<file path="src/rtl/seg7_reader_if.sv">
// seg7_reader_if
//   Bundles the scanned display bus and the decoded result of seg7_reader.
//   seg_in  : segment pattern, bit6=a .. bit0=g, active-low
//   dig_sel : slot being driven, 0 = units, 1 = tens
//   value   : last accepted 0..15 value
//   valid   : one-cycle strobe, new value or blank accepted
//   err     : one-cycle strobe, undecodable pair or out-of-range value
//   blank   : level, last accepted pair was blank/blank
//   master  : display-driver / test side (drives the bus, observes results)
//   slave   : reader side (seg7_reader)
interface seg7_reader_if;
  logic [6:0] seg_in;
  logic       dig_sel;
  logic [3:0] value;
  logic       valid;
  logic       err;
  logic       blank;

  modport master (
    output seg_in, dig_sel,
    input  value, valid, err, blank
  );

  modport slave (
    input  seg_in, dig_sel,
    output value, valid, err, blank
  );
endinterface

</file>
<file path="src/rtl/seg7_reader.sv">
// seg7_reader
//   Recovers a 0..15 value from a scanned two-digit active-low 7-segment bus.
//   A digit is accepted once its pattern and slot have been stable for
//   STABLE_CYCLES samples; units then tens are captured, range-checked and
//   reported with a one-cycle valid or err strobe.
//   clk : system clock, rising edge
//   rst : synchronous active-high reset
//   bus : seg7_reader_if.slave (seg_in, dig_sel in; value, valid, err, blank out)
module seg7_reader #(
  parameter int unsigned STABLE_CYCLES = 4
) (
  input  logic          clk,
  input  logic          rst,
  seg7_reader_if.slave  bus
);

  localparam logic [7:0] CNT_MAX = 8'(STABLE_CYCLES);
  localparam logic [7:0] ACC_AT  = 8'(STABLE_CYCLES - 2);
  localparam logic [6:0] SEG_BLANK = 7'b1111111;

  typedef enum logic [1:0] {
    S_UNITS,
    S_TENS,
    S_OUT
  } state_t;

  typedef struct packed {
    logic       ok;
    logic       blk;
    logic [3:0] val;
  } dec_t;

  function automatic dec_t dec_units(input logic [6:0] p);
    dec_t d;
    d = '{ok: 1'b1, blk: 1'b0, val: 4'd0};
    case (p)
      7'b0000001: d.val = 4'd0;
      7'b1001111: d.val = 4'd1;
      7'b0010010: d.val = 4'd2;
      7'b0000110: d.val = 4'd3;
      7'b1001100: d.val = 4'd4;
      7'b0100100: d.val = 4'd5;
      7'b1100000: d.val = 4'd6;
      7'b0001111: d.val = 4'd7;
      7'b0000000: d.val = 4'd8;
      7'b0001100: d.val = 4'd9;
      7'b1111111: d.blk = 1'b1;
      default:    d.ok  = 1'b0;
    endcase
    return d;
  endfunction

  function automatic dec_t dec_tens(input logic [6:0] p);
    dec_t d;
    d = '{ok: 1'b1, blk: 1'b0, val: 4'd0};
    case (p)
      7'b0000001: d.val = 4'd0;
      7'b1001111: d.val = 4'd1;
      7'b1111111: d.blk = 1'b1;
      default:    d.ok  = 1'b0;
    endcase
    return d;
  endfunction

  logic [6:0] seg_q;
  logic       sel_q;
  logic [7:0] cnt;
  logic       same;
  logic       accept;

  state_t     state;
  logic [6:0] units_q;
  logic [6:0] tens_q;

  dec_t       du;
  dec_t       dt;
  logic [4:0] sum;

  // Pattern and slot are compared together so a simultaneous change is
  // one change.
  assign same   = ({bus.seg_in, bus.dig_sel} == {seg_q, sel_q});
  // Fires only on the cnt STABLE_CYCLES-2 -> STABLE_CYCLES-1 step, so a run
  // that keeps holding does not re-fire.
  assign accept = same && (cnt == ACC_AT);

  always_ff @(posedge clk) begin
    if (rst) begin
      seg_q <= SEG_BLANK;
      sel_q <= 1'b0;
      cnt   <= '0;
    end else begin
      seg_q <= bus.seg_in;
      sel_q <= bus.dig_sel;
      if (!same)
        cnt <= '0;
      else if (cnt < CNT_MAX)
        cnt <= cnt + 8'd1;
    end
  end

  always_comb begin
    du  = dec_units(units_q);
    dt  = dec_tens(tens_q);
    sum = 5'({1'b0, dt.val} * 5'd10) + 5'(du.val);
  end

  always_ff @(posedge clk) begin
    if (rst) begin
      state     <= S_UNITS;
      units_q   <= SEG_BLANK;
      tens_q    <= SEG_BLANK;
      bus.value <= '0;
      bus.valid <= 1'b0;
      bus.err   <= 1'b0;
      bus.blank <= 1'b1;
    end else begin
      bus.valid <= 1'b0;
      bus.err   <= 1'b0;
      case (state)
        S_UNITS: begin
          if (accept && !sel_q) begin
            units_q <= seg_q;
            state   <= S_TENS;
          end
        end
        S_TENS: begin
          if (accept) begin
            if (sel_q) begin
              tens_q <= seg_q;
              state  <= S_OUT;
            end else begin
              units_q <= seg_q;
            end
          end
        end
        S_OUT: begin
          state <= S_UNITS;
          if (du.blk && dt.blk) begin
            bus.blank <= 1'b1;
            bus.valid <= 1'b1;
          end else if (!du.ok || !dt.ok || du.blk || dt.blk || (sum > 5'd15)) begin
            bus.err <= 1'b1;
          end else begin
            bus.value <= sum[3:0];
            bus.blank <= 1'b0;
            bus.valid <= 1'b1;
          end
        end
        default: state <= S_UNITS;
      endcase
    end
  end

endmodule

</file>
<file path="src/flat_wrapper.sv">
// flat-port wrapper written by rule: the top's interface ports become plain ports
module seg7_reader_flat 
#(
  parameter int unsigned STABLE_CYCLES = 4
)
  (clk, rst, bus_seg_in, bus_dig_sel, bus_value, bus_valid, bus_err, bus_blank);
  seg7_reader_if bus_i ();
  input  logic clk;
  input  logic rst;
  input wire logic [$bits(bus_i.seg_in)-1:0] bus_seg_in;
  input wire logic [$bits(bus_i.dig_sel)-1:0] bus_dig_sel;
  output wire logic [$bits(bus_i.value)-1:0] bus_value;
  output wire logic [$bits(bus_i.valid)-1:0] bus_valid;
  output wire logic [$bits(bus_i.err)-1:0] bus_err;
  output wire logic [$bits(bus_i.blank)-1:0] bus_blank;
  assign bus_i.seg_in = bus_seg_in;
  assign bus_i.dig_sel = bus_dig_sel;
  assign bus_value = bus_i.value;
  assign bus_valid = bus_i.valid;
  assign bus_err = bus_i.err;
  assign bus_blank = bus_i.blank;
  seg7_reader #(.STABLE_CYCLES(STABLE_CYCLES)) u_core (.clk(clk), .rst(rst), .bus(bus_i));
endmodule
</file>
<file path="config.mk">
export PLATFORM = sky130hd
export DESIGN_NAME = seg7_reader_flat
export DESIGN_NICKNAME = d
export VERILOG_FILES = /design/src/rtl/seg7_reader_if.sv /design/src/rtl/seg7_reader.sv /design/src/flat_wrapper.sv
export SDC_FILE = /design/constraint.sdc
export NUM_CORES = 1
export LEC_CHECK = 0
export ABC_CLOCK_PERIOD_IN_PS = 5200
export BUFFER_PORTS_ARGS = -buffer_cell sky130_fd_sc_hd__buf_2
export CAP_MARGIN = 20
export CORE_MARGIN = 2
export CORE_UTILIZATION = 40
export CTS_CLUSTER_SIZE = 20
export DETAILED_ROUTE_END_ITERATION = 10
export SLEW_MARGIN = 0
export SYNTH_ARGS = -nofsm -noshare
export SYNTH_HDL_FRONTEND = slang
export SYNTH_SLANG_ARGS = --single-unit
</file>
<file path="constraint.sdc">
create_clock -name clk -period 5.2 [get_ports clk]
set_input_delay 0.52 -clock clk [delete_from_list [all_inputs] [get_ports clk]]
set_output_delay 0.52 -clock clk [all_outputs]
set_load 0.01 [all_outputs]
</file>
After elaboration in Yosys (flattened, before gate mapping)
Cells that the tools add are included.
{ "totals": {"regBits": 39, "out_inout_bits": 7} }
{ "op_classes": {"n_addsub": 2, "mul": 1, "n_lt_le_gt_ge": 2, "n_eq_ne": 22, "mux": 19, "bitwise_logic": 4, "n_reduce_logical": 23} }
{ "ops": {"columns": ["op", "n"], "rows": [
  ["7-bit == test (second input constant)", 6],
  ["4-bit one-hot mux with 9 select lines", 1],
  ["7-bit 2-to-1 mux", 3],
  ["7-bit by 1-bit == test with 1-bit output (second input constant)", 2],
  ["7-bit by 4-bit == test with 1-bit output (second input constant)", 2],
  ["7-bit one-hot mux with 2 select lines", 1],
  ["11-bit OR reduction", 1],
  ["1-bit 2-to-1 mux", 10],
  ["3-bit AND reduction", 3],
  ["8-bit by 1-bit adder with 8-bit output (second input constant)", 1],
  ["8-bit by 2-bit == test with 1-bit output (second input constant)", 1],
  ["8-bit == test", 1],
  ["8-bit by 3-bit < comparator with 1-bit output (second input constant)", 1],
  ["2-bit by 1-bit != test with 1-bit output (second input constant)", 4],
  ["7-bit by 3-bit == test with 1-bit output (second input constant)", 1],
  ["7-bit by 5-bit == test with 1-bit output (second input constant)", 1],
  ["7-bit by 6-bit == test with 1-bit output (second input constant)", 1],
  ["7-bit zero test", 1],
  ["2-bit 2-to-1 mux", 3],
  ["3-bit OR reduction", 2],
  ["5-bit by 4-bit adder with 5-bit output", 1],
  ["5-bit by 4-bit > comparator with 1-bit output (second input constant)", 1],
  ["1-bit logical OR", 4],
  ["1-bit by 3-bit multiplier with 4-bit output (second input constant)", 1],
  ["other kinds (12)", 20]
]} }

Logic depth before layout (Yosys ltp)
{ "logic_depth": {"ltp_word": 10, "mapped_depth": 10, "ltp_nobuf": 9} }

Worst setup path before layout
No wires, ideal clock.
{ "synth_timing": {"kind": "reg-to-reg", "start": "register u_core.units_q[0]", "end": "register u_core.bus.value[0]", "setup_time_ns": 0.121, "arrival_ns": 2.304, "path_slack_ns": 2.775, "stages_incl_launch_ff": 10, "n_path_buf": 1, "path_cell_list": "dfxtp_1 clkbuf_1 and4_1 and2_1 nor3_1 inv_1 ha_1 o311a_1 a211oi_4 mux2_4"} }
{ "synth_via": {"elab_chain_len": 10, "word_cells_on_any_way": 26, "cone_classes": "add/sub: 1; order compare: 1; eq/ne: 10; mux: 3; bitwise: 2; reduce/logical: 9"} }
{ "synth_lines": {"columns": ["item", "line", "text"], "rows": [
  ["start, declared", "seg7_reader.sv:72", "logic [6:0] units_q;"],
  ["start signal, assigned", "seg7_reader.sv:122", "units_q <= seg_q;"],
  ["start signal, assigned", "seg7_reader.sv:132", "units_q <= seg_q;"],
  ["branches (longest 10 deep; another with 5-bit by 4-bit adder with 5-bit output)", null, null],
  ["end signal, assigned", "seg7_reader.sv:144", "bus.value <= sum[3:0];"],
  ["end, declared", "seg7_reader_if.sv:26", "output value, valid, err, blank"]
]} }
Parallel ways; which one is timed is not known.
A chain may end at the register's enable or synchronous reset.

Worst setup path after layout
{ "layout_timing": {"start": "register u_core.units_q[4]", "end": "register u_core.bus.value[3]"} }
The elaborated chain is that of the path after synthesis.

==> impl_metrics.env <==
export IMPL_ant_nets=0
export IMPL_route_detailed_drc=0
export IMPL_die_area_um2=5300
export IMPL_ir_worst_vdd_mv=0.154
export IMPL_synthDistinctLibCells=44
export IMPL_synth_compound_area_frac=0.0886
export IMPL_synth_edf_count=0
export IMPL_hp_class="in -> reg"
export IMPL_synth_mux_area_frac=0.100
export IMPL_fin_crit_sh=0.511
export IMPL_ys_flop_type="dfxtp_1"
export IMPL_path_max_fanout=7
export IMPL_grt_total_usage=0.148
export IMPL_layout_nets=222
export IMPL_place_congestion=0.755
export IMPL_viasPerCell=5.11
export IMPL_cp_start_kind="flip-flop"
export IMPL_crit_type="reg -> reg"
export IMPL_maxCapViolCount=0
export IMPL_port_buffers=16
export IMPL_dp_hpwl_um=2430
export IMPL_dpl_cell_area_um2=1990
export IMPL_worst_r2r_cell_count=8
export IMPL_grt_pass1_wl_um=6160
export IMPL_fin_skew_ps=7.77
export IMPL_finalCriticalPeriod_ps=2660
export IMPL_final_cell_mix="dfxtp_1, nor2_1, mux2i_1, buf_2, xnor2_1"
export IMPL_nFillCells=459
export IMPL_row_count=25
export IMPL_drive_gt1_frac=0.188
export IMPL_synthArstFlopShare=0
export IMPL_path_clk_slew_ps=80
export IMPL_p_leak_nw=0.934
export IMPL_synthSimpleGateAreaFrac=0.267
export IMPL_mostFrequentLayoutCell="dfxtp_1"
export IMPL_pin_count=17
export IMPL_cts_setup_buffers=0
export IMPL_drt_wl_total_um=3380
export IMPL_numCtsBuffers=5
export IMPL_cts_root_buffer="clkbuf_8"
export IMPL_cts_max_level=2
export IMPL_synth_adder_area_share=0.0330
export IMPL_hold_path_depth=2
export IMPL_hold_viol=0
export IMPL_report_final_slew_viol_count=0
export IMPL_worst_slew_pin_slew_ps=741
export IMPL_ff2ff_setup_slack_ps=2540
export IMPL_diodes=0
export IMPL_pwr_density_cell_nw_per_um2=279
export IMPL_antenna_found_initial=0
export IMPL_grt_overflow_total=0
export IMPL_outcome="completed"
export IMPL_setup_violations=0
export IMPL_rsz0062_at_grt="no"
export IMPL_ys_seq_elements=39
export IMPL_grt_start_max_net_pins=43
export IMPL_ctsHoldBuffers=0
export IMPL_vias=1338
export IMPL_cp_end_kind="flip-flop"
export IMPL_max_slew_margin=0.502
export IMPL_start_util=0.409
export IMPL_clk_path_buf_depth=2
export IMPL_die_x_um=72.8
export IMPL_tns_ps=0
export IMPL_syn_area_per_cell_um2=9.71
export IMPL_wl_per_cell_um=12.9
export IMPL_grt_pass1_vias=1316
export IMPL_drtIter0Drc=53
export IMPL_syn_to_final_growth_pct=11.1
export IMPL_cts_sinks=39
export IMPL_syn_num_nets=210
export IMPL_design_area_um2=2100
export IMPL_max_freq_ghz=0.376
export IMPL_core_um2=4630
export IMPL_synth_top_family_by_area="simple AND/OR/NAND/NOR gates"
export IMPL_syn_inst=195
export IMPL_ys_warnings_count=0
export IMPL_syn_area_um2=1890
export IMPL_insertion_delay_ps=290
export IMPL_ys_seq_area_frac=0.412
export IMPL_required_ps=5390
export IMPL_holdWs_ps=440
export IMPL_first_pass_iters=4
export IMPL_synth_xor_area_share=0.0555
export IMPL_tritoncts="built"
export IMPL_die_y_um=72.8
export IMPL_cts_resized=0
export IMPL_arrival_ps=2840
==> Yosys cell counts, types with 2 or more instances <==
| cell | n | area share |
|---|---|---|
| or3_1 | 2 | 0.0066 |
| or2_2 | 7 | 0.023 |
| buf_2 | 2 | 0.0053 |
| nor4b_1 | 2 | 0.0093 |
| nand2b_1 | 7 | 0.023 |
| mux2_4 | 2 | 0.016 |
| inv_1 | 7 | 0.014 |
| clkbuf_1 | 7 | 0.014 |
| xnor2_1 | 11 | 0.051 |
| a2111oi_4 | 2 | 0.029 |
| nor4_1 | 2 | 0.0066 |
| nand2_1 | 4 | 0.0079 |
| nor2_1 | 25 | 0.050 |
| nand3_1 | 4 | 0.011 |
| mux2i_1 | 16 | 0.085 |
| and2_1 | 7 | 0.023 |
| nor2b_1 | 5 | 0.017 |
| ha_1 | 5 | 0.033 |
| a2111oi_0 | 2 | 0.0093 |
| nor3_1 | 6 | 0.016 |
| dfxtp_1 | 39 | 0.41 |
| nand4_1 | 6 | 0.020 |
| or3b_1 | 2 | 0.0093 |
| a21oi_1 | 3 | 0.0079 |
==> through the flow <==
step,utilization,power (mW),setup WS (ps),instances
2_1_floorplan,-,0.325,2770,195
5_1_grt,0.454,0.604,2340,262
3_5_place_dp,0.429,0.332,2560,254
4_1_cts,0.454,0.593,2550,262
6_report,0.454,0.586,2540,262
3_3_place_gp,0.429,0.332,2650,254
==> sequential cells by signal (all words and copies together), names as in the netlist <==
register / count
u_core.sel_q: 1
u_core.state: 2
u_core.seg_q: 7
u_core.bus.err: 1
u_core.units_q: 7
u_core.tens_q: 7
u_core.bus.value: 4
u_core.bus.blank: 1
u_core.bus.valid: 1
u_core.cnt: 8
==> critical path, cell delays in order (launching register included) <==
cell and delay [ps]:
dfxtp_1 480, nand2b_1 250, a211oi_1 110, nor3_1 510, inv_1 110, ha_1 230
o311a_1 180, a211oi_4 360, mux2_4 330
==> final timing paths <==
kind                                                      from                               end
worst max-delay path            u_core.units_q[4]$_SDFFE_PP1P_  u_core.bus.value[3]$_SDFFE_PP0P_
worst min-delay path                             bus_seg_in[0]        u_core.seg_q[0]$_SDFF_PP1_
worst max register to register  u_core.units_q[4]$_SDFFE_PP1P_  u_core.bus.value[3]$_SDFFE_PP0P_
worst min register to register    u_core.state[1]$_SDFFE_PP0P_      u_core.state[0]$_SDFFE_PP0P_
==> area by class of cell <==
| type | instances | area [um^2] | share of cell area |
|---|---|---|---|
| Clock inverter | 2 | 35.0 | 0.0167 |
| Sequential cell | 39 | 781 | 0.371 |
| Multi-Input combinational cell | 138 | 1030 | 0.490 |
| Tap cell | 54 | 67.6 | 0.0321 |
| Inverter | 7 | 26.3 | 0.0125 |
| Clock buffer | 6 | 82.6 | 0.0393 |
| Timing Repair Buffer | 16 | 80.1 | 0.0381 |
==> cell families (layout without fill, tap and decap cells) <==
logic type / count (synthesis) / count (layout)
flip-flops: 39 / 39
AO/OA/AOI/OAI: 15 / 15
buffers and inverters: 18 / 31
XOR/XNOR: 12 / 12
AND/OR/NAND/NOR: 88 / 88
multiplexers: 18 / 18
adder cells (fa/ha/maj): 5 / 5
==> where the power goes <==
group | switching [mW] | leakage, nW | total [mW] | internal (mW)
logic | 0.0105 | 0.556 | 0.0208 | 0.0102
clock network | 0.106 | 0.0612 | 0.261 | 0.155
registers | 0.00227 | 0.317 | 0.304 | 0.302
==> routing by layer <==
layer  global-route usage  up-vias  part of all wire
met2                0.235       26              0.46
met5                    0        -                 0
met4               0.0494        0            0.0071
met1                0.201      609              0.50
met3               0.0290        4             0.040
li1                     -      699                 -
No activity file was read; power rests on OpenSTA's default activity.
